File: src/rtl/inst_mem_loader.sv
// inst_mem_loader
//   Streams a program into instruction memory from a host byte interface.
//   Every four bytes are packed big-endian into one 32-bit word and written
//   at consecutive word addresses starting from 0. The core is held frozen
//   until a load finishes.
//
// Parameters
//   ADDR_W      instruction-memory word-address width (depth 2**ADDR_W)
//
// Ports
//   clock       system clock; all state changes on its rising edge
//   reset_n     asynchronous active-low reset
//   start       one-cycle request to begin a load (ignored while loading)
//   length      number of words to load, sampled with an accepted start
//   byte_valid  host byte valid
//   byte_data   host byte
//   byte_ready  loader accepts a byte this cycle (high only while loading)
//   mem_we      one-cycle instruction-memory write strobe
//   mem_addr    word address of the write
//   mem_wdata   word being written
//   core_hold   freezes the core; low only once a load has completed
//   busy        loading
//   done        load completed
//   error       last start carried an illegal length
//   checksum    XOR of every word written by the current or last load
module inst_mem_loader #(
   parameter int ADDR_W = 8
) (
   input  logic              clock,
   input  logic              reset_n,
   input  logic              start,
   input  logic [ADDR_W:0]   length,
   input  logic              byte_valid,
   input  logic [7:0]        byte_data,
   output logic              byte_ready,
   output logic              mem_we,
   output logic [ADDR_W-1:0] mem_addr,
   output logic [31:0]       mem_wdata,
   output logic              core_hold,
   output logic              busy,
   output logic              done,
   output logic              error,
   output logic [31:0]       checksum
);

   typedef enum logic [1:0] {IDLE, LOAD, DONE, ERROR} state_t;

   state_t            state;
   logic [1:0]        byte_cnt;
   logic [23:0]       shift_p0;
   logic [ADDR_W-1:0] word_idx;
   logic [ADDR_W-1:0] last_idx;
   logic              last_sent;

   logic              len_ok;
   logic [ADDR_W:0]   len_m1;
   logic              xfer;
   logic [31:0]       word_full;

   // Legal lengths are 1 .. 2**ADDR_W: either the top bit is clear, or it is
   // set with all lower bits zero (exactly 2**ADDR_W).
   assign len_ok    = (length != '0) && (!length[ADDR_W] || (length[ADDR_W-1:0] == '0));
   assign len_m1    = length - {{ADDR_W{1'b0}}, 1'b1};

   // Once the final word has been captured, further bytes offered during the
   // closing write cycle are handshaken but dropped.
   assign xfer      = byte_valid && (state == LOAD) && !last_sent;
   assign word_full = {shift_p0, byte_data};

   assign byte_ready = (state == LOAD);
   assign busy       = (state == LOAD);
   assign done       = (state == DONE);
   assign error      = (state == ERROR);
   assign core_hold  = (state != DONE);

   always_ff @(posedge clock or negedge reset_n) begin
      if (!reset_n) begin
         state     <= IDLE;
         byte_cnt  <= 2'd0;
         shift_p0  <= '0;
         word_idx  <= '0;
         last_idx  <= '0;
         last_sent <= 1'b0;
         mem_we    <= 1'b0;
         mem_addr  <= '0;
         mem_wdata <= '0;
         checksum  <= '0;
      end else begin
         mem_we <= 1'b0;
         case (state)
            IDLE, DONE, ERROR: begin
               if (start) begin
                  if (len_ok) begin
                     state     <= LOAD;
                     byte_cnt  <= 2'd0;
                     word_idx  <= '0;
                     last_idx  <= len_m1[ADDR_W-1:0];
                     last_sent <= 1'b0;
                     checksum  <= '0;
                  end else begin
                     state <= ERROR;
                  end
               end
            end
            LOAD: begin
               // Leave one cycle after the final word's write strobe.
               if (mem_we && last_sent)
                  state <= DONE;
               if (xfer) begin
                  byte_cnt <= byte_cnt + 2'd1;
                  if (byte_cnt == 2'd3) begin
                     mem_we    <= 1'b1;
                     mem_addr  <= word_idx;
                     mem_wdata <= word_full;
                     checksum  <= checksum ^ word_full;
                     // The index stops at the last word rather than wrapping.
                     if (word_idx == last_idx)
                        last_sent <= 1'b1;
                     else
                        word_idx <= word_idx + {{(ADDR_W-1){1'b0}}, 1'b1};
                  end else begin
                     shift_p0 <= {shift_p0[15:0], byte_data};
                  end
               end
            end
            default: state <= IDLE;
         endcase
      end
   end

endmodule
File: config.mk
export PLATFORM = sky130hd
export DESIGN_NAME = inst_mem_loader
export DESIGN_NICKNAME = d
export VERILOG_FILES = /design/src/rtl/inst_mem_loader.sv
export SDC_FILE = /design/constraint.sdc
export NUM_CORES = 1
export LEC_CHECK = 0
export CORE_MARGIN = 2
export CORE_UTILIZATION = 45
export CTS_BUF_LIST = sky130_fd_sc_hd__clkbuf_8
export CTS_CLUSTER_SIZE = 8
export DETAILED_ROUTE_END_ITERATION = 7
export GPL_ROUTABILITY_DRIVEN = 0
export GPL_TIMING_DRIVEN = 1
export PLACE_DENSITY = 0.7
export SLEW_MARGIN = 20
export SYNTH_ARGS = -nofsm -noshare
export SYNTH_HDL_FRONTEND = slang
export SYNTH_SLANG_ARGS = --single-unit
File: constraint.sdc
create_clock -name clock -period 2.39 [get_ports clock]
set_input_delay 0.239 -clock clock [delete_from_list [all_inputs] [get_ports clock]]
set_output_delay 0.239 -clock clock [all_outputs]
set_load 0.005 [all_outputs]
# Word level (Yosys, flattened, before mapping)

Cells that the tools add are included.
Widths: inputs -> output; s select.

Output and inout bits: 78
Input bits: 21
Logic and storage cells: 75
Flip-flop bits (word level): 118

Mux-type cells: 28
Equal/unequal tests: 13
Bitwise operators: 2
$add $sub $neg: 3
Reductions and logical operators: 19

Operator list:

| cell                | count |
|---|---|
| $mux 32             | 4 |
| $pmux 32 s2         | 1 |
| $mux 8              | 5 |
| $xor 32x32->32      | 1 |
| $pmux 8 s2          | 1 |
| $mux 2              | 6 |
| $reduce_and 3->1    | 4 |
| $reduce_and 5->1    | 2 |
| $reduce_bool 9->1   | 1 |
| $add 8x1->8 const B | 1 |
| $eq 8x8->1          | 1 |
| $logic_not 8->1     | 1 |
| $mux 1              | 8 |
| $ne 2x1->1 const B  | 4 |
| $ne 2x2->1 const B  | 4 |
| $pmux 2 s2          | 2 |
| $sub 8x1->8 const B | 1 |
| $eq 2x2->1 const B  | 3 |
| $logic_and 1x1->1   | 4 |
| $reduce_and 4->1    | 1 |
| $reduce_or 3->1     | 1 |
| $add 2x1->2 const B | 1 |
| $eq 2x1->1 const B  | 1 |
| $logic_not 1->1     | 2 |
| other kinds (5)     | 5 |

# Depth between registers and ports, before layout

Word-level depth: 6
Gate-level depth with buffers: 9

# Worst setup path after synthesis

Ideal clock, no wire load.

Kind: register -> register
Start point: register state[1]
End point: register shift_p0[0]
Path buffers: 3
Arrival: 1.953 ns
Required time: 2.265 ns
Stages on the path, launching flop included: 9
Slack: 0.312 ns
Period minus slack after synthesis: 2.078 ns
Setup time: 0.125 ns
Path through: dfrtp_1 > nand2b_1 > buf_2 > inv_2 > buf_2 > nand3_1 > nor2_1 > buf_2 > mux2_2

Cells in the longest elaborated chain, start to end: 4

RTL lines:

| what                            | RTL line | source |
|---|---|---|
| start, declared                 | 48       | `state_t state;` |
| start signal, assigned          | 78       | `state <= IDLE;` |
| start signal, assigned          | 94       | `state <= LOAD;` |
| start signal, assigned          | 101      | `state <= ERROR;` |
| $eq 2x1->1 (*)                  | --       |  |
| net busy                        | 40       | `output logic busy,` |
| $logic_and 1x1->1 (2 in series) | 67       | `assign xfer = byte_valid && (state == LOAD) && !last_sent;` |
| $reduce_and 3->1 (no line) (*)  | --       |  |
| end signal, assigned            | 122      | `shift_p0 <= {shift_p0[15:0], byte_data};` |
| end, declared                   | 50       | `logic [23:0] shift_p0;` |

The timed path passes the listed nets; every way through them passes the cells marked *.
A chain may end at the register's enable or synchronous reset.

# Worst setup path after layout

Start point: register state[1]
End point: output busy

Cells in the longest elaborated chain, start to end: 1

RTL lines:

| what          | RTL line | source |
|---|---|---|
| $eq 2x1->1    | 71       | `assign busy = (state == LOAD);` |
| end, declared | 40       |  |

Every way passes these cells.

==> run summary <==
Placed Area - 6810 µm²
Synth top area share - 54.1%
antenna-violating nets left - 0
RSZ-0062 raised after global routing - false
CTS buffer count - 17
CTS max path bufs - 2
area grow syn2layout - 33.7%
DP HPWL - 9060 µm
fin area - 7290 µm²
Avg WL per Cell - 16.9 µm
register area share after synthesis - 54.1%
worst slew pin tran - 0.620 ns
Clock Sinks - 118
Clock Power Share - 22.6%
fin crit share - 93.7%
Worst Path Arrival - 2.00 ns
full die area - 13000 µm²
final count of pins violating max slew - 0
Die H - 114 µm
Via density - 5.21
Worst Clk Skew - 0.00914 ns
Vias - 4015
f_max - 447 MHz
normalized max-slew margin - 58.3%
DRC - 0
die width - 114 µm
grt ovf - 0
startpoint types - flip-flop
Mean Syn Cell Area - 11.1 µm²
largest net degree at the start of global routing - 52
Syn Inst Count - 492
R2R Path Start - word_idx[5]
Core Footprint - 11900 µm²
crit path kind - flip-flop to primary output
Reg2Reg Capture Point - word_idx[4]
DRT Pass-1 Iters - 4
Pwr Total - 0.00953 W
Rows - 40
wire length of the first global-routing pass - 21600 µm
worst skew pair latency - 0.43 ns
post-synthesis net count - 517
post-layout net count - 636
Clk pin slew, worst setup/hold paths - 0.07 ns
H-tree depth - 4
P_int - 0.00650 W
critical path fanouts, max - 9
Worst Slack Setup Final - 0.151 ns
vias in the first global route - 4148
Yosys reg bits - 118
leakage power - 3.22 nW
combinational power share - 38.5%
Yosys cell types - 42
worst slack, placed - -0.177 ns
Reg power frac - 38.9%
Antenna diodes - 0
GR Util All Layers - 21.3%
CTS Root Cell - clkbuf_8
Power Dens Cells - 1310 nW/µm²
max-cap violation count - 0
Post-synth ARST share - 100%
Hold Crit Class - primary input to asynchronous set/reset pin
peak supply drop - 600 µV
synth top area cells - dfrtp_1, nor4b_2, nand2_1
Initial Util - 45.8%
R2R cell count - 5
worst endpoint required time - 2.15 ns
CTS tree - built
share of layout cells above drive strength 1 - 21.3%
drt total wl - 13000 µm
Switching Power - 0.00303 W
Fin. Hold Viols - 0
Final Util - 61.2%
DRT iter0 DRCs - 184
crit end category - primary output
number of enable flip-flop cells after synthesis - 0
IO Pins - 99
Yosys top cell by area - dfrtp_1
# port buffers - 98
Switching Fraction - 31.8%
final setup TNS - 0 ns
status - complete, no violations
initial antenna violation count - 0
Final min period - 2.24 ns
Mapped Area - 5460 µm²
Top FF cell, synth - dfrtp_1
final setup fails - 0
Ys Warns - 0
setup slack, reg-to-reg - 0.38 ns
[synth_stat cells (3+ instances only)]
library cell	instances
nand2_1	115
mux2_2	32
buf_2	10
inv_1	7
nand3_1	12
nor3_1	4
xor2_1	10
a21oi_1	4
o21ai_0	15
dfrtp_1	118
clkbuf_1	14
mux2i_1	3
nor2_1	37
and3_1	3
a21o_1	3
xnor2_1	37
buf_6	3
nor4b_2	29
ha_1	4
[cell usage in the layout (no fill, tap or decap), types with 2 or more instances in the layout]
cell type          n
mux2i_1            3
and3_1             3
clkbuf_8          22
xor2_1            10
nor4b_1            2
nand3_1           12
nor2_1            36
ha_1               4
a21o_1             3
clkdlybuf4s50_1   97
and2_1             2
o21a_1             2
a31oi_1            2
nor3_1             4
dfrtp_1          118
xnor2_1           37
buf_12             8
mux2_2            32
nand2_1          115
a22o_1             2
buf_4             24
nor4_1             2
or3_1              2
bufinv_16          5
clkinv_2           2
inv_1              8
o21ai_0           15
nor4b_2           29
a21oi_1            4
[layout make-up]
cell class | count | area [µm²]
tap | 147 | 184
timing repair buffer | 130 | 1320
sequential | 118 | 2950
clock buffer | 22 | 303
multi-input combinational | 336 | 2330
fill | 972 | 4620
inverter | 8 | 30.0
clock inverter | 9 | 171
[worst max-delay path, stage by stage (launching register included)]
cell	delay, ns
dfrtp_1	0.42
nand2b_2	0.29
inv_2	0.15
buf_4	0.20
clkdlybuf4s50_1	0.51
[power groups by stage]
stage	combinational (W)	clock (W)	sequential, W
finish	0.00366	0.00215	0.00371
detailed placement	0.00368	0	0.00373
global route	0.00403	0.00227	0.00382
floorplan	0.00196	0	0.00352
CTS	0.00371	0.00218	0.00371
global placement	0.00358	0	0.00371
[stage by stage]
| step | std cells | hold WS (ns) |
|---|---|---|
| 2_1_floorplan | 492 | -0.0566 |
| 3_3_place_gp | 738 | 0.214 |
| 3_5_place_dp | 738 | 0.224 |
| 4_1_cts | 770 | 0.307 |
| 5_1_grt | 770 | 0.335 |
| 6_report | 770 | 0.304 |
[worst max-delay path by stage]
stage | from | to | slack [ns] | cells past startpoint
3_5_place_dp | length[0] | checksum[28] | -0.18 | 9
6_report | state[1] | busy | 0.15 | 4
4_1_cts | state[1] | busy | 0.06 | 4
5_1_grt | state[1] | busy | 0.07 | 4
3_3_place_gp | length[0] | checksum[11] | -0.14 | 9
2_1_floorplan | state[1] | shift_p0[0] | 0.31 | 8
[routing by layer]
metal  vias up  share of wire [%]  GRT usage (%)
met5         -                  0              0
met4         0                1.3           8.13
met3        17                5.7           4.61
met2       122                 48           33.4
met1      1991                 45           29.3
li1       1885                  -              -
[flip-flops by register name, summed over array words and instances (netlist names)]
signal and flops:
mem_wdata 32, last_sent 1, mem_addr 8, state 2
shift_p0 24, checksum 32, word_idx 8, byte_cnt 2
last_idx 8, mem_we 1
[timing repair]
item                                    in CTS  in global routing
resized for setup                            0                  1
hold buffers                                 1                  0
setup buffers                                0                  0
endpoints found under the setup margin       0                  2
endpoints found under the hold margin       31                  0
[kinds of logic (layout without fill, tap and decap cells)]
family	count (synthesis)	in the layout	synth area share, %
buffers and inverters	38	169	3.33
flip-flops	118	118	54.1
AO/OA/AOI/OAI	32	32	3.65
adder cells (fa/ha/maj)	4	4	0.917
XOR/XNOR	47	47	7.54
AND/OR/NAND/NOR	218	218	23.3
multiplexers	35	35	7.15
(Power assumes the default switching activity.)
==> RTL edit (same settings) <==
Change the parameter `ADDR_W` from 8 to 7.
--- a/src/rtl/inst_mem_loader.sv
+++ b/src/rtl/inst_mem_loader.sv
@@ -26,3 +26,3 @@
 module inst_mem_loader #(
-   parameter int ADDR_W = 8
+   parameter int ADDR_W = 7
 ) (
Ports: changed (resized length and mem_addr); port bits go from 99 to 97. No check against the original RTL was run, so the function may have changed too.
==> RTL edit against the original RTL <==
  * Hold slack gained 0.13 ns
  * Cell count decreased by 4.7%
  * Sequential power decreased by 9.2%
  * Worst setup slack improved by 0.041 ns
  * Fmax grew 1.8%
  * Power is 19% lower
  * Wire length down 17%
  * Synthesized area shrank 13%
  * Final area shrank 13%
  * Sequential cell count fell by 3
  * Core utilization up 0.44 points
  * Count of clock-buffer cells in the layout did not move
  * Critical endpoint is now checksum[11]$_DFFE_PN0P_
  * Largest power group unchanged
  * Highest routed layer unchanged
==> RTL edit: results <==
metrics = {
    "outcome": {
        "status": "complete, no violations",
    },
    "synthesis": {
        "synthFlopType": "dfrtp_1",
        "synthTopCellsByArea": "dfrtp_1 (60%), nand2_1 (10%), o21ai_0 (6.9%)",
        "yosys-top-cells-count": "nand2_1 (132), dfrtp_1 (115), o21ai_0 (66)",
        "yosysWarnings": 0,
        "async_flop_share_pct": 100,
        "synth_nets": 496,
        "syn_inst": 473,
        "ys_seq_area_share_pct": 60.3,
        "synth_cell_types": 39,
    },
    "sta": {
        "tightest_slew_ns": 0.603,
        "worst_hold_slack_ns": 0.433,
        "skew_ns": 0.0134,
    },
    "clock_tree": {
        "post-cts-setup-buffers": 0,
        "cts_hold_buf": 1,
        "clockBufferDepth": 2,
        "root_buffer": "clkbuf_8",
        "htree_levels": 4,
        "path_clk_slew_ns": 0.07,
        "clock_latency_ns": 0.42,
        "cts-buffers-inserted": 17,
        "cts_resized": 0,
    },
    "pwr": {
        "p_leak_nw": 2.88,
        "switching_power_w": 0.00234,
        "seq_power_share_pct": 43.9,
        "p_comb_w": 0.00248,
        "irDropWorstVdd_mv": 0.488,
    },
    "place": {
        "dp_hpwl_um": 7300,
        "dpl_cell_area_mm2": 0.00595,
        "io_buffer_count": 96,
        "dp_cells": 701,
    },
    "grt": {
        "grt_pass1_wl_um": 18600,
        "grt_max_degree": 116,
        "grt_usage_pct": 20.7,
        "grt_pass1_vias": 3806,
        "grt-ovfl-total": 0,
        "antenna_found_initial": 0,
    },
    "critical_path": {
        "endpoint": "checksum[11]$_DFFE_PN0P_",
        "reg2reg_depth": 6,
        "r2r-start": "state[1]$_DFFE_PN0P_",
        "crit_path_top_delay_cell": "or4b_4",
        "crit_path_start": "length[0]",
        "critPathMaxStageDelay_ns": 0.50,
        "crit_fanout": 14,
        "r2r_end": "checksum[16]$_DFFE_PN0P_",
        "r2r_slack_ns": 0.48,
    },
    "drt": {
        "wl_per_cell_um": 14.8,
        "vias_per_cell": 5.15,
        "detail_route.first_pass.iterations": 5,
        "drt-initial-drc-count": 266,
    },
    "cells_and_area": {
        "instances_no_fill": 734,
        "n_antenna_cell": 0,
        "nets": 608,
        "fillers": 866,
        "layout-drive-gt1-share_pct": 13.9,
        "largest_registers": "checksum: 32 flops, mem_wdata: 32 flops, shift_p0: 24 flops",
    },
    "min_path": {
        "hold_class": "primary input to async pin",
    },
}
RTL edit: cell count changes in the layout (fill, tap and decap cells not counted), moves of 6 or more:
cell and delta:
buf_12 -6, buf_4 -7, mux2_2 -8, nand2_1 +16
nor4b_2 -29, o21ai_0 +51, o21ai_1 +6, xnor2_1 -29
xor2_1 -8
RTL edit: cell families after synthesis:
family                   Yosys count  synth area share [%]
buffers and inverters             28                  2.88
XOR/XNOR                          10                  1.84
adder cells (fa/ha/maj)            3                 0.787
AO/OA/AOI/OAI                     91                  10.8
flip-flops                       115                  60.3
multiplexers                      25                  5.87
AND/OR/NAND/NOR                  201                  17.5
RTL edit: final cells by class:
cell class                      count  share of cell area (%)
Clock buffer                       22                    4.76
Clock inverter                     10                    1.65
Inverter                            6                   0.354
Multi-Input combinational cell    330                    27.6
Sequential cell                   115                    45.2
Tap cell                          136                    2.67
Timing Repair Buffer              115                    17.7
RTL edit: worst max-delay path, delay by kind of cell:
family                   cells  cell delay (ns)
AND/OR/NAND/NOR              2             0.95
AO/OA/AOI/OAI                3             0.46
buffers and inverters        3             0.71
adder cells (fa/ha/maj)      1             0.17
RTL edit: per-stage QoR:
stage	util (%)	power, W	setup TNS [ns]	setup WS (ns)
final	61.7	0.00767	0	0.192
after floorplan	-	0.00431	0	0.342
after CTS	61.7	0.00775	0	0.204
after global routing	61.7	0.00824	0	0.0764
after detailed placement	57.6	0.00590	-7.67	-0.235
after global placement	57.6	0.00581	-5.73	-0.178
RTL edit: layer usage:
metal  global-route usage (%)  part of all wire, %  wire [um]  up-vias
met1                     27.8                   45       4910     1837
met2                     33.1                   49       5300      121
li1                         -                    -          -     1810
met4                     6.49                 0.97        105        0
met3                     5.41                  5.0        546        9
met5                        0                    0          0        -
